--- src/rtl/hazard_scoreboard_if.sv ---
// Hazard scoreboard interface: ID-stage issue info, downstream stage
// destinations and memory waits in; pipeline control and forwarding out.
interface hazard_scoreboard_if #(
    parameter int NREGS      = 32,
    parameter int NUM_RS     = 2,
    parameter int FWD_STAGES = 3,
    parameter int CNT_W      = 16
);
    localparam int REG_BITS = $clog2(NREGS);
    localparam int FSEL_W   = $clog2(FWD_STAGES + 1);

    logic                           issue_valid;
    logic                           issue_write;
    logic [REG_BITS-1:0]            issue_rd;
    logic [1:0]                     issue_class;
    logic [NUM_RS*REG_BITS-1:0]     rs;
    logic [NUM_RS-1:0]              rs_used;
    logic [FWD_STAGES*REG_BITS-1:0] stage_rd;
    logic [FWD_STAGES-1:0]          stage_write;
    logic                           branch_taken;
    logic                           imem_wait;
    logic                           dmem_wait;
    logic                           pipe_enable;
    logic                           stall;
    logic                           flush_ifid;
    logic [NUM_RS*FSEL_W-1:0]       fwd_sel;
    logic [NREGS-1:0]               busy_mask;
    logic [CNT_W-1:0]               stall_count;

    modport master (
        output issue_valid, issue_write, issue_rd, issue_class, rs, rs_used,
               stage_rd, stage_write, branch_taken, imem_wait, dmem_wait,
        input  pipe_enable, stall, flush_ifid, fwd_sel, busy_mask, stall_count
    );

    modport slave (
        input  issue_valid, issue_write, issue_rd, issue_class, rs, rs_used,
               stage_rd, stage_write, branch_taken, imem_wait, dmem_wait,
        output pipe_enable, stall, flush_ifid, fwd_sel, busy_mask, stall_count
    );
endinterface

--- src/rtl/hazard_scoreboard.sv ---
// Pipeline hazard scoreboard: per-register bubble counters for long-latency
// results, RAW/WAW stall generation, branch flush and forwarding select.
module hazard_scoreboard #(
    parameter int NREGS      = 32,
    parameter int NUM_RS     = 2,
    parameter int FWD_STAGES = 3,
    parameter int LOAD_LAT   = 1,
    parameter int MUL_LAT    = 3,
    parameter int CNT_W      = 16
) (
    input logic                clk,
    input logic                reset,
    hazard_scoreboard_if.slave sb
);
    localparam int REG_BITS = $clog2(NREGS);
    localparam int MAX_LAT  = (LOAD_LAT > MUL_LAT) ? LOAD_LAT : MUL_LAT;
    localparam int LAT_W    = $clog2(MAX_LAT + 1);
    localparam int FSEL_W   = $clog2(FWD_STAGES + 1);

    logic [LAT_W-1:0] cnt      [NREGS];
    logic [LAT_W-1:0] cnt_next [NREGS];
    logic             raw;
    logic             waw;
    logic             do_issue;
    logic             load_en;
    logic [LAT_W-1:0] load_val;

    // Hazard detection against pending counters; x0 never hazards.
    always_comb begin
        raw = 1'b0;
        for (int unsigned k = 0; k < NUM_RS; k++) begin
            if (sb.rs_used[k] && sb.rs[k*REG_BITS +: REG_BITS] != '0 &&
                cnt[sb.rs[k*REG_BITS +: REG_BITS]] != '0)
                raw = 1'b1;
        end
        waw = sb.issue_write && sb.issue_rd != '0 && cnt[sb.issue_rd] != '0;
    end

    // Pipeline control: branch redirect overrides any stall.
    always_comb begin
        sb.pipe_enable = !(sb.imem_wait || sb.dmem_wait);
        sb.stall       = sb.issue_valid && (raw || waw) && !sb.branch_taken;
        sb.flush_ifid  = sb.branch_taken;
        do_issue       = sb.issue_valid && sb.pipe_enable && !sb.stall && !sb.branch_taken;
    end

    // Latency load for an issuing LOAD/MUL that writes a real register.
    always_comb begin
        load_val = (sb.issue_class == 2'd2) ? LAT_W'(MUL_LAT) : LAT_W'(LOAD_LAT);
        load_en  = do_issue && sb.issue_write && sb.issue_rd != '0 &&
                   (sb.issue_class == 2'd1 || sb.issue_class == 2'd2);
    end

    // Next counter values: a load wins over the decrement; x0 pinned to 0.
    always_comb begin
        for (int unsigned r = 0; r < NREGS; r++) begin
            cnt_next[r] = cnt[r];
            if (sb.pipe_enable && cnt[r] != '0)
                cnt_next[r] = cnt[r] - LAT_W'(1);
            if (load_en && sb.issue_rd == REG_BITS'(r))
                cnt_next[r] = load_val;
            if (r == 0)
                cnt_next[r] = '0;
        end
    end

    // Forwarding select: scan oldest to youngest so the youngest match wins.
    always_comb begin
        sb.fwd_sel = '0;
        for (int unsigned k = 0; k < NUM_RS; k++) begin
            for (int unsigned s = FWD_STAGES; s > 0; s--) begin
                if (sb.rs_used[k] && sb.rs[k*REG_BITS +: REG_BITS] != '0 &&
                    sb.stage_write[s-1] &&
                    sb.stage_rd[(s-1)*REG_BITS +: REG_BITS] == sb.rs[k*REG_BITS +: REG_BITS])
                    sb.fwd_sel[k*FSEL_W +: FSEL_W] = FSEL_W'(s);
            end
        end
    end

    // State update: counters, busy mask and saturating stall counter freeze
    // whenever the pipeline is held by a memory wait.
    always_ff @(posedge clk) begin
        if (reset) begin
            for (int unsigned r = 0; r < NREGS; r++)
                cnt[r] <= '0;
            sb.busy_mask   <= '0;
            sb.stall_count <= '0;
        end else if (sb.pipe_enable) begin
            for (int unsigned r = 0; r < NREGS; r++) begin
                cnt[r]          <= cnt_next[r];
                sb.busy_mask[r] <= (cnt_next[r] != '0);
            end
            if (sb.stall && sb.stall_count != '1)
                sb.stall_count <= sb.stall_count + CNT_W'(1);
        end
    end
endmodule

--- src/flat_wrapper.sv ---
// flat-port wrapper written by rule: the top's interface ports become plain ports
module hazard_scoreboard_flat 
#(
    parameter int NREGS      = 32,
    parameter int NUM_RS     = 2,
    parameter int FWD_STAGES = 3,
    parameter int LOAD_LAT   = 1,
    parameter int MUL_LAT    = 3,
    parameter int CNT_W      = 16
)
  (clk, reset, sb_issue_valid, sb_issue_write, sb_issue_rd, sb_issue_class, sb_rs, sb_rs_used, sb_stage_rd, sb_stage_write, sb_branch_taken, sb_imem_wait, sb_dmem_wait, sb_pipe_enable, sb_stall, sb_flush_ifid, sb_fwd_sel, sb_busy_mask, sb_stall_count);
  hazard_scoreboard_if #(.NREGS(NREGS), .NUM_RS(NUM_RS), .FWD_STAGES(FWD_STAGES), .CNT_W(CNT_W)) sb_i ();
  input logic clk;
  input logic reset;
  input wire logic [$bits(sb_i.issue_valid)-1:0] sb_issue_valid;
  input wire logic [$bits(sb_i.issue_write)-1:0] sb_issue_write;
  input wire logic [$bits(sb_i.issue_rd)-1:0] sb_issue_rd;
  input wire logic [$bits(sb_i.issue_class)-1:0] sb_issue_class;
  input wire logic [$bits(sb_i.rs)-1:0] sb_rs;
  input wire logic [$bits(sb_i.rs_used)-1:0] sb_rs_used;
  input wire logic [$bits(sb_i.stage_rd)-1:0] sb_stage_rd;
  input wire logic [$bits(sb_i.stage_write)-1:0] sb_stage_write;
  input wire logic [$bits(sb_i.branch_taken)-1:0] sb_branch_taken;
  input wire logic [$bits(sb_i.imem_wait)-1:0] sb_imem_wait;
  input wire logic [$bits(sb_i.dmem_wait)-1:0] sb_dmem_wait;
  output wire logic [$bits(sb_i.pipe_enable)-1:0] sb_pipe_enable;
  output wire logic [$bits(sb_i.stall)-1:0] sb_stall;
  output wire logic [$bits(sb_i.flush_ifid)-1:0] sb_flush_ifid;
  output wire logic [$bits(sb_i.fwd_sel)-1:0] sb_fwd_sel;
  output wire logic [$bits(sb_i.busy_mask)-1:0] sb_busy_mask;
  output wire logic [$bits(sb_i.stall_count)-1:0] sb_stall_count;
  assign sb_i.issue_valid = sb_issue_valid;
  assign sb_i.issue_write = sb_issue_write;
  assign sb_i.issue_rd = sb_issue_rd;
  assign sb_i.issue_class = sb_issue_class;
  assign sb_i.rs = sb_rs;
  assign sb_i.rs_used = sb_rs_used;
  assign sb_i.stage_rd = sb_stage_rd;
  assign sb_i.stage_write = sb_stage_write;
  assign sb_i.branch_taken = sb_branch_taken;
  assign sb_i.imem_wait = sb_imem_wait;
  assign sb_i.dmem_wait = sb_dmem_wait;
  assign sb_pipe_enable = sb_i.pipe_enable;
  assign sb_stall = sb_i.stall;
  assign sb_flush_ifid = sb_i.flush_ifid;
  assign sb_fwd_sel = sb_i.fwd_sel;
  assign sb_busy_mask = sb_i.busy_mask;
  assign sb_stall_count = sb_i.stall_count;
  hazard_scoreboard #(.NREGS(NREGS), .NUM_RS(NUM_RS), .FWD_STAGES(FWD_STAGES), .LOAD_LAT(LOAD_LAT), .MUL_LAT(MUL_LAT), .CNT_W(CNT_W)) u_core (.clk(clk), .reset(reset), .sb(sb_i));
endmodule
--- config.mk ---
export PLATFORM = sky130hd
export DESIGN_NAME = hazard_scoreboard_flat
export DESIGN_NICKNAME = d
export VERILOG_FILES = /design/src/rtl/hazard_scoreboard_if.sv /design/src/rtl/hazard_scoreboard.sv /design/src/flat_wrapper.sv
export SDC_FILE = /design/constraint.sdc
export NUM_CORES = 1
export LEC_CHECK = 0
export CAP_MARGIN = 25
export CORE_MARGIN = 3
export CORE_UTILIZATION = 54
export CTS_CLUSTER_DIAMETER = 150
export DETAILED_ROUTE_END_ITERATION = 16
export GPL_TIMING_DRIVEN = 0
export HOLD_SLACK_MARGIN = 0.03
export MAX_ROUTING_LAYER = met4
export PLACE_DENSITY = 0.78
export SYNTH_ARGS = -nofsm -noshare
export SYNTH_HDL_FRONTEND = slang
export SYNTH_SLANG_ARGS = --single-unit
export TNS_END_PERCENT = 1
--- constraint.sdc ---
create_clock -name clk -period 10.84 [get_ports clk]
set_clock_uncertainty 0.15 [all_clocks]
set_input_delay 2.71 -clock clk [delete_from_list [all_inputs] [get_ports clk]]
set_output_delay 2.71 -clock clk [all_outputs]
set_load 0.005 [all_outputs]
* Word level (Yosys, flattened, before mapping)
Memories as Yosys holds them, arrays and structs flattened.
Index checks and enable logic that the tools add are counted.
** Operators by class
- Reductions and logical operators :: 164
- Add/sub/neg operators :: 32
- Bitwise logic cells :: 33
- Eq/ne operators :: 40
- Multiplexer cells :: 108
** Operators by type and width (number)
- $mux W2 :: 101
- $reduce_bool A2 Y1 :: 65
- $logic_and A1 B1 Y1 :: 89
- $eq A5 B5 Y1 const B :: 16
- $sub A2 B1 Y2 const B :: 31
- $eq A5 B4 Y1 const B :: 8
- $or A1 B1 Y1 :: 32
- $eq A5 B5 Y1 :: 6
- $eq A5 B3 Y1 const B :: 4
- $add A16 B1 Y16 const B :: 1
- $ne A16 B16 Y1 const B :: 1
- $reduce_bool A5 Y1 :: 3
- $eq A5 B2 Y1 const B :: 2
- $mux W1 :: 7
- $eq A5 B1 Y1 const B :: 1
- $logic_not A1 Y1 :: 3
- $logic_or A1 B1 Y1 :: 3
- $eq A2 B1 Y1 const B :: 1
- $eq A2 B2 Y1 const B :: 1
- $reduce_and A2 Y1 :: 1
- $not A1 Y1 :: 1
** Word-level totals
- Memories :: 1
- Flip-flop bits (word level) :: 47
- Output and inout bits :: 55
- Bits in writable memories :: 64
** Memories
- u_core.cnt :: words 32, bits a word 2, read ports 34, clocked after Yosys merged registers in 0, wr ports 32, RTL line hazard_scoreboard.sv:20 : logic [LAT_W-1:0] cnt [NREGS];

* Longest topological paths before layout
Gate-level depths: netlist of the first run.
- Word-level depth :: 17
- Depth in mapped cells :: 10
- Gate-level depth less buffers :: 8

* Worst setup path before layout of the first run
OpenSTA, ideal clock, no wires.
- Path type :: input to output
- Start :: input port sb_rs[0]
- End :: output port sb_stall
- Stages on the path :: 9
- Slack :: 3.618 ns
- Path buffers :: 2
- Arrival :: 4.362 ns
- Cell sequence :: buf_2 nand2_1 or2_2 o2111ai_1 nor4b_2 a31o_2 nor3_2 clkbuf_1 nor2_1
** On the way
- Cells in the longest elaborated chain, start to end :: 8
- Elaborated cells between the ends (all ways) :: 10
** RTL lines
- start: declaration :: RTL line flat_wrapper.sv:19 : input wire logic [$bits(sb_i.rs)-1:0] sb_rs;
- $mem_v2 Z32 W2 / $reduce_bool A5 Y1 (equally long branches)
- $reduce_bool A2 Y1 / $logic_and A1 B1 Y1 (equally long branches) :: RTL line hazard_scoreboard.sv:33, hazard_scoreboard.sv:32
- $logic_and A1 B1 Y1 (*) :: RTL line hazard_scoreboard.sv:32 : if (sb.rs_used[k] && sb.rs[k*REG_BITS +: REG_BITS] != '0 &&
- $mux W1 (*) (2 in series) :: RTL line hazard_scoreboard.sv:32
- $logic_or A1 B1 Y1 (*) :: RTL line hazard_scoreboard.sv:42 : sb.stall = sb.issue_valid && (raw || waw) && !sb.branch_taken;
- $logic_and A1 B1 Y1 (*) (2 in series) :: RTL line hazard_scoreboard.sv:42
- end: declaration :: RTL line flat_wrapper.sv:27 : output wire logic [$bits(sb_i.stall)-1:0] sb_stall;
Mark *: on every way between the ends. The rest lies on a longest branch, timed or not.

* Worst setup path in the final report of the first run
- Start :: input port sb_issue_rd[1]
- End :: output port sb_stall
** On the way
- Cells in the longest elaborated chain, start to end :: 6
- Elaborated cells between the ends (all ways) :: 8
** RTL lines
- start: declaration :: RTL line flat_wrapper.sv:17 : input wire logic [$bits(sb_i.issue_rd)-1:0] sb_issue_rd;
- $mem_v2 Z32 W2 / $reduce_bool A5 Y1 (equally long branches)
- $reduce_bool A2 Y1 / $logic_and A1 B1 Y1 (equally long branches) :: RTL line hazard_scoreboard.sv:36 : waw = sb.issue_write && sb.issue_rd != '0 && cnt[sb.issue_rd] != '0;
- $logic_and A1 B1 Y1 (*) :: RTL line hazard_scoreboard.sv:36
- $logic_or A1 B1 Y1 (*) :: RTL line hazard_scoreboard.sv:42
- $logic_and A1 B1 Y1 (*) (2 in series) :: RTL line hazard_scoreboard.sv:42
Marked as above.

==> results of run 1 <==
[power breakdown]
group | switching, uW | total [uW] | internal (uW)
Combinational | 167 | 292 | 125
Sequential | 30.0 | 501 | 471
Clock | 153 | 315 | 162
Total | 350 | 1110 | 758
[worst max path at each step]
stage,depth (start not counted),to,start,slack (ns)
2_1_floorplan,9,sb_stall,sb_rs[0],3.62
3_3_place_gp,11,sb_stall,sb_issue_rd[1],2.08
3_5_place_dp,11,sb_stall,sb_issue_rd[1],2.08
4_1_cts,11,sb_stall,sb_issue_rd[1],2.08
5_1_grt,11,sb_stall,sb_issue_rd[1],1.79
6_report,11,sb_stall,sb_issue_rd[1],1.97
[registers in the layout, summed over array words and instances, names as in the netlist]
signal                 count
u_core.sb.stall_count     16
u_core.sb.busy_mask       31
u_core.cnt                62
[metal layers]
| layer | up-vias | GRT usage, % | wire length, um | part of all wire, % |
|---|---|---|---|---|
| met2 | 433 | 47.1 | 11200 | 45 |
| met1 | 3757 | 41.3 | 10400 | 42 |
| met5 | - | - | 0 | 0 |
| met3 | 64 | 6.55 | 2530 | 10 |
| met4 | 0 | 12.4 | 854 | 3.4 |
| li1 | 3653 | - | - | - |
[cells in the mapped netlist, types with 3 or more instances]
library cell | number | share of area (%)
mux2_2 | 9 | 1.2
a211oi_1 | 19 | 1.7
o21ai_0 | 15 | 0.92
o21bai_1 | 13 | 1.2
o211ai_1 | 3 | 0.28
a31oi_1 | 31 | 2.4
o31a_1 | 5 | 0.54
nor2_1 | 140 | 6.4
nand2_1 | 26 | 1.2
buf_4 | 6 | 0.55
nor3b_1 | 5 | 0.46
or2_2 | 5 | 0.38
nor4_1 | 20 | 1.5
dfxtp_1 | 47 | 12
or3_1 | 6 | 0.46
a311oi_1 | 11 | 1.2
o31ai_1 | 7 | 0.64
and3_1 | 7 | 0.54
a2111oi_0 | 4 | 0.43
nand3_1 | 21 | 1.3
mux4_2 | 10 | 2.8
inv_1 | 68 | 3.1
nor2b_1 | 16 | 1.2
clkbuf_1 | 46 | 2.1
or4_1 | 4 | 0.37
o2111ai_1 | 4 | 0.43
nand4_1 | 27 | 2.1
edfxtp_1 | 62 | 23
ha_1 | 33 | 5.1
xnor2_1 | 58 | 6.2
nand4b_1 | 7 | 0.75
nor3_1 | 45 | 2.8
a21oi_1 | 49 | 3.0
xor2_1 | 9 | 0.96
buf_2 | 11 | 0.67
mux2i_1 | 31 | 3.8
o21a_1 | 6 | 0.55
and4_1 | 6 | 0.64
nand2b_1 | 27 | 2.1
[cell type report]
type                            count  area share (%)
Inverter                           69            2.70
Buffer                             67            3.16
Clock buffer                       12            2.57
Sequential cell                   109            29.3
Tap cell                          184            2.40
Multi-Input combinational cell    703            50.3
Clock inverter                      4           0.248
Timing Repair Buffer               90            9.40
[worst max-delay path: stages]
cell and delay (ns):
clkdlybuf4s50_1 0.51, clkbuf_1 0.34, nor2b_1 0.24, nor2b_1 0.19
a211oi_1 0.30, o311ai_1 0.15, o211a_2 0.22, nor3_2 0.40
clkbuf_1 0.38, nor2_1 0.12, clkdlybuf4s50_1 0.46
[logic make-up (layout without fill, tap and decap cells)]
logic type                 Yosys count  count (layout)  share of synthesized area [%]
muxes                               51              51                           8.11
adders and majority gates           33              33                           5.05
xor gates and xnor gates            67              67                           7.18
and+or+nand+nor                    370             370                           23.3
buffers and inverters              136             242                           6.87
other                                1               1                         0.0459
DFF                                109             109                           34.3
AOI/OAI and AO/OA                  181             181                           15.1
[metrics by stage]
step	util (%)	area, um2	power [uW]	setup slack (ns)	cells
finish	65.4	9580	1110	1.97	1238
global route	65.4	9580	1160	1.79	1238
CTS	65.4	9580	1100	2.08	1238
detailed placement	63.6	9310	793	2.08	1222
global placement	63.5	9300	786	2.08	1222
floorplan	-	8170	691	3.62	948
[cells in the final DEF, fill, tap and decap left out, drive strengths merged, types with 8 or more instances in the layout]
cell,synthesis,layout
nand2,26,26
mux4,11,11
mux2,9,9
nand2b,27,27
ha,33,33
nor2b,16,16
mux2i,31,31
nand3,21,21
nand4,27,27
o31ai,8,8
nor2,140,140
buf,21,21
xor2,9,9
clkdlybuf4s50,0,90
clkbuf,46,58
o21bai,13,13
nor4,22,22
xnor2,58,58
a21oi,49,49
a211oi,19,19
inv,68,69
a311oi,11,11
edfxtp,62,62
a31oi,31,31
nor3,46,46
dfxtp,47,47
o21ai,15,15
==> reports/results.tsv, run 1 <==
stage	metric	value	unit
run_status	status	completed	
finish	share of cells above drive strength 1	6.36	%
finish	footprint of the multi-input gates	4820	um2
yosys	mapped cell area	8170	um2
global_routing	antenna violations before repair	0	
yosys	post-synthesis async set-or-reset flop share	0	%
hold_path	Worst Hold End	u_core.sb.busy_mask[10]$_SDFFE_PP0P_	
yosys	Mapped Avg Cell Area	8.62	um2
finish	storage element area	2800	um2
routing	Routed WL	25000	um
global_routing	Congestion Overflow GR	0	
cts	Clock Tree Buf Depth	2	
timing	relative slew slack	40.9	%
routing	via count	7907	
cts	htree depth	3	
timing	RSZ-0062 raised after global routing	no	
worst_setup_path	Worst R2R End	u_core.cnt[27][1]$_SDFFCE_PP0P_	
routing	routed vias/inst	6.39	
routing	Initial DRC Count	964	
yosys	Yosys reg bits	109	
worst_setup_path	worst reg2reg path depth	9	
worst_setup_path	Startpoint Class	input port	
worst_setup_path	critical path type	in -> out	
timing	f_max	0.113	GHz
yosys	Seq/Total Area, Yosys	34.3	%
timing	minimum clock period	8.87	ns
cts	worst skew pair latency	0.36	ns
power_and_ir_drop	PD cells	116	nW/um2
worst_setup_path	crit path max fanout	10	
worst_setup_path	reg2reg start	u_core.cnt[5][1]$_SDFFCE_PN0P_	
routing	remaining antenna violation count	0	
cts	hold_buf cts	0	
yosys	yosys warns	0	
worst_setup_path	CP required	7.98	ns
hold_path	WHS Path Cells	2	
timing	Hold Slack	0.350	ns
finish	fillcell total	1265	
hold_path	hold path startpoint	u_core.sb.busy_mask[10]$_SDFFE_PP0P_	
finish	# diodes	0	
floorplanning	Core ar.	14600	um2
timing	crit share post-route	81.8	%
floorplanning	die span in x	129	um
timing	Setup TNS	0	ns
cts	clock sinks	109	
cts	Root Driver	clkbuf_16	
cts	number of buffers created by CTS	9	
finish	fin nets	1126	
routing	routed len/inst	20.2	um
routing	Post-route DRC	0	
global_routing	first-pass GRT wire length	39500	um
worst_setup_path	crit path DAT	6.01	ns
global_routing	vias in the first global route	7491	
cts	CTS tree	yes	
yosys	Post-Synthesis Cells	948	
place	routability cong.	0.971	
timing	worst slew pin tran	0.887	ns
routing	1st-pass router iterations	5	
timing	# setup viols final	0	
yosys	Syn Nets	1025	
floorplanning	Initial Util	55.8	%
worst_setup_path	critical path endpoint category	primary output	
global_routing	all-layer global routing usage	31.2	%
power_and_ir_drop	Peak VDD IR	0.0611	mV
yosys	Post-synth top flop	edfxtp_1	
floorplanning	Cell Rows	44	
worst_setup_path	Reg2Reg Setup Slack	7.43	ns
floorplanning	die height	129	um
hold_path	Tightest Hold Check Type	reg -> reg	
finish	Area Growth Syn to Fin	17.2	%
yosys	Post-synth EDFFs	62	
cts	PostCTS Resize Cnt	0	
flow_run	total of max-cap violations	0	
cts	Reg clk slew, reported paths	0.07	ns
yosys	count of cell types in the netlist	62	
place	Detailed Place HPWL	18500	um
timing	final hold vios	0	
cts	Post-CTS Repair Setup Buffers	0	
place	# port buffers	90	
timing	Pins Over Slew Limit	0	
floorplanning	Die Footprint	16600	um2
global_routing	largest net degree at the start of global routing	63	
floorplanning	Ports	99	
power_and_ir_drop	leakage	0.00347	uW
Note: power is estimated with default switching activity, not from simulation.
==> inputs of run 2 (changes only) <==
==> constraint.sdc (replaced) <==
create_clock -name clk -period 8.99 [get_ports clk]
set_clock_uncertainty 0.15 [all_clocks]
set_input_delay 2.2475 -clock clk [delete_from_list [all_inputs] [get_ports clk]]
set_output_delay 2.2475 -clock clk [all_outputs]
set_load 0.005 [all_outputs]
==> results of run 2 <==
Same layout as run 1 (identical final DEF). Status: completed.
Main changes from that run: setup slack after placement 2.08 ns -> 1.16 ns; setup slack after layout 1.97 ns -> 1.04 ns; register-to-register setup slack 7.43 ns -> 5.58 ns; total power 1110 uW -> 1340 uW; worst IR drop on VDD 0.0611 mV -> 0.0737 mV
==> inputs of run 3 (changes only) <==
--- a/config.mk
+++ b/config.mk
@@ -5,7 +5,6 @@
 export SDC_FILE = /design/constraint.sdc
 export NUM_CORES = 1
 export LEC_CHECK = 0
-export CAP_MARGIN = 25
 export CORE_MARGIN = 3
 export CORE_UTILIZATION = 54
 export CTS_CLUSTER_DIAMETER = 150
==> results of run 3 <==
Same layout as run 1 (identical final DEF). Status: completed.
Main changes from that run: setup slack after placement 2.08 ns -> 1.16 ns; setup slack after layout 1.97 ns -> 1.04 ns; register-to-register setup slack 7.43 ns -> 5.58 ns; total power 1110 uW -> 1340 uW; worst IR drop on VDD 0.0611 mV -> 0.0737 mV
